### src/rtl/rca_clk.sv
// rca_clk: registered 32-bit ripple-carry adder (reference datapath).
// Input register -> 32-cell ripple-carry chain (eight 4-bit blocks) -> output register.
// Latency is two rising edges, with one new operation accepted every cycle.
// Optional feature macro: RCA_CLK_OVF_EN adds a registered signed-overflow output, ovf.
module rca_clk (
  input  logic        clk,
  input  logic        reset_n,
  input  logic [31:0] a,
  input  logic [31:0] b,
  input  logic        ci,
  output logic [31:0] s,
  output logic        co
`ifdef RCA_CLK_OVF_EN
  ,
  output logic        ovf
`endif
);

  logic [31:0] a_d, a_q;
  logic [31:0] b_d, b_q;
  logic        ci_d, ci_q;
  logic [31:0] s_d, s_q;
  logic        co_d, co_q;
  // Carry into each 4-bit block; blk_c[8] is the carry-out of bit 31.
  logic [8:0]  blk_c;

  // Stage-1 next state: capture operands every cycle, with no enable.
  always_comb begin
    a_d  = a;
    b_d  = b;
    ci_d = ci;
  end

  // Ripple core: full-adder cells chained inside each block, and block carries chained 0..7.
  always_comb begin : ripple_core
    logic c;
    s_d      = '0;
    blk_c    = '0;
    blk_c[0] = ci_q;
    for (int blk = 0; blk < 8; blk++) begin
      c = blk_c[blk];
      for (int k = 0; k < 4; k++) begin
        s_d[blk*4+k] = a_q[blk*4+k] ^ b_q[blk*4+k] ^ c;
        c = (a_q[blk*4+k] & b_q[blk*4+k]) | (a_q[blk*4+k] & c) | (b_q[blk*4+k] & c);
      end
      blk_c[blk+1] = c;
    end
    co_d = blk_c[8];
  end

  // Both pipeline stages; reset is synchronous and takes priority over capture.
  always_ff @(posedge clk) begin
    if (!reset_n) begin
      a_q  <= '0;
      b_q  <= '0;
      ci_q <= 1'b0;
      s_q  <= '0;
      co_q <= 1'b0;
    end else begin
      a_q  <= a_d;
      b_q  <= b_d;
      ci_q <= ci_d;
      s_q  <= s_d;
      co_q <= co_d;
    end
  end

  assign s  = s_q;
  assign co = co_q;

`ifdef RCA_CLK_OVF_EN
  logic ovf_d, ovf_q;

  // Two's-complement overflow: operands share a sign and the sum's sign differs from it.
  always_comb begin
    ovf_d = (a_q[31] == b_q[31]) & (s_d[31] != a_q[31]);
  end

  // Overflow flag is registered alongside s/co in stage 2.
  always_ff @(posedge clk) begin
    if (!reset_n) ovf_q <= 1'b0;
    else          ovf_q <= ovf_d;
  end

  assign ovf = ovf_q;
`endif

endmodule

### config.mk
export PLATFORM = sky130hd
export DESIGN_NAME = rca_clk
export DESIGN_NICKNAME = d
export VERILOG_FILES = /design/src/rtl/rca_clk.sv
export SDC_FILE = /design/constraint.sdc
export NUM_CORES = 1
export LEC_CHECK = 0
export ABC_AREA = 1
export CAP_MARGIN = 30
export CORE_MARGIN = 2
export CORE_UTILIZATION = 47
export CTS_CLUSTER_SIZE = 30
export DETAILED_ROUTE_END_ITERATION = 6
export PLACE_DENSITY = 0.79
export SLEW_MARGIN = 20
export SYNTH_ARGS = -nofsm -noshare
export SYNTH_HDL_FRONTEND = slang
export SYNTH_SLANG_ARGS = --single-unit
### constraint.sdc
create_clock -name clk -period 16.9 [get_ports clk]
set_clock_uncertainty 0.2 [all_clocks]
set_input_delay 1.69 -clock clk [delete_from_list [all_inputs] [get_ports clk]]
set_output_delay 1.69 -clock clk [all_outputs]
set_load 0.01 [all_outputs]
==> results.toml <==
[placed_design]
dp_hpwl_microns = 4150
globalplace.congestion = 0.811
dp_worst_setup_slack_ns = 3.66
io_buffers = 99

[layout]
drive_above_1_share = 0.0830
nNetsFinal = 540
syn_to_final_growth_pct = 35.2
n_antenna_cell = 0

[sta]
slew_violations = 0
maxSlewHeadroom = 0.384
rsz0062_at_grt = "no"
tns_ns = 0
hold_viol_final = 0
period_share = 0.786
worst_slew_pin_slew_ns = 0.923
clock.fmax_mhz = 75.3
setup_slack_ns = 3.62
finalCriticalPeriod_ns = 13.28
setup_violations = 0

[route]
viasPerCell = 3.98
routed-via-count = 2169
drt-pass1-iter-count = 4
drc = 0
drtAntennaViolNets = 0
drt-total-wl_microns = 5590
drt_iter0_markers = 42
post_drt_wl_per_cell_microns = 10.3

[setup_path]
start_kind = "flop"
endpoint_kind = "flop"
crit_path_top_delay_cell = "fa_1"
max_stage_delay_ns = 0.43
cp_common_cell = "fa_1"
worst-setup-path-type = "flop to flop"
rr_worst_depth = 36
crit_arrival_ns = 13.37
worstPathMaxFanout = 1
required_ns = 16.99

[floorplanning]
die_width_microns = 90.0
start_util = 0.482
die-area_sq_mm = 0.00810
coreArea_sq_mm = 0.00721
die_y_microns = 90.0
rows = 31
ios = 100

[clock_tree]
clk_pin_slew_ns = 0.09
ctsResizeCount = 0
clockRootBuffer = "clkbuf_8"
cts_max_level = 3
cts_tree = "built"
postCtsHoldBufs = 0
clock_path_buffers = 2
clk-insertion-delay-late_ns = 0.35
cts_buffers = 9
clock_sinks = 98
cts_setup_buffers = 0

[outcome]
status = "finished clean"

[grt]
first_global_vias = 2161
grt_max_degree = 97
gr-usage-met1 = 0.160
grt_pass1_wl_microns = 9250
antenna_found_initial = 0
grt.total_usage = 0.146
gr-usage-met2 = 0.268
met3_usage = 0.0335
busiest_layer = "met2"
grt_overflow = 0

[synth]
ys.warnings.count = 0
syn_area_sq_mm = 0.00347
yosysSeqAreaShare = 0.565
synth-seq-cells = 98
syn_area_per_cell_sq_um = 10.2
yosysUniqueCellTypes = 11
synth_nets = 441
netlist_instances = 342

[worst_hold_path]
hold_class = "flop to flop"
holdPathStages = 3

[power_and_ir_drop]
p_leak_uw = 0.00257
power_density_mw_per_mm2 = 98.9
irDropWorstVdd_v = 0.0000562
total_power_uw = 464

[flow_run]
maxCapViolations = 0
metrics by stage:
step | utilization | hold slack (ns) | cells | instance area [sq um]
detailed placement | 0.623 | 0.387 | 529 | 4490
global placement | 0.623 | 0.375 | 529 | 4490
floorplan | - | 0.358 | 342 | 3470
finish | 0.651 | 0.402 | 545 | 4700
global route | 0.651 | 0.437 | 545 | 4700
CTS | 0.651 | 0.410 | 545 | 4700
cells in the final DEF, fill, tap and decap left out:
cell	count
dfxtp_1	98
clkdlybuf4s50_1	98
inv_1	93
nand2_1	85
fa_1	32
nand2_2	10
inv_2	10
clkbuf_8	10
nor2_1	3
clkinv_2	2
inv_6	1
clkinvlp_4	1
bufinv_16	1
clkinv_4	1
buf_4	1
report_power, final:
part / leakage (uW) / total [uW] / switching [uW] / internal [uW]
logic: 0.00166 / 62.8 / 25.4 / 37.4
clock network: 0.000103 / 148 / 75.4 / 72.7
registers: 0.000815 / 254 / 6.65 / 247
registers in the layout (all words and copies together) (netlist names):
name and flops:
ci_q 1, s 32, b_q 32, a_q 32
co 1
cell type report:
class / count / area, sq um
fill: 598 / 2520
timing repair buffer: 99 / 988
sequential: 98 / 1960
multi-input combinational: 130 / 1030
clock buffer: 10 / 138
clock inverter: 6 / 65.1
inverter: 103 / 387
tap: 99 / 124
worst max-delay path: cells and delay by family, from the launching register on:
family	cells	cell delay [ns]
buf+inv	3	0.20
fa+ha+maj	32	12.42
simple gates	1	0.10
flops	1	0.31
synth_stat cells:
master | number | area (sq um)
nand2_2 | 10 | 62.6
dfxtp_1 | 98 | 1960
nor2_1 | 3 | 11.3
buf_4 | 1 | 7.51
buf_8 | 1 | 15.0
buf_2 | 5 | 25.0
inv_1 | 93 | 349
nand2_1 | 85 | 319
fa_1 | 32 | 641
inv_2 | 10 | 37.5
buf_6 | 4 | 45.0
path summary, 6_finish.rpt:
path	start	to	slack, ns
worst min-delay path	b_q[13]	s[13]	0.40
worst min register to register	b_q[13]	s[13]	0.40
worst max register to register	a_q[0]	s[31]	3.62
worst max-delay path	a_q[0]	s[31]	3.62
cells by family (layout without fill, tap and decap cells):
logic type | after synthesis | count (layout) | synth area share
adder cells (fa/ha/maj) | 32 | 32 | 0.184
buffers and inverters | 114 | 218 | 0.138
flip-flops | 98 | 98 | 0.565
AND/OR/NAND/NOR | 98 | 98 | 0.113
metal layers:
metal	wire [microns]	up-vias
met2	2970	60
met5	0	-
met4	89	0
met1	2240	985
met3	293	9
li1	-	1115
Note: power is estimated with default switching activity, not from simulation.
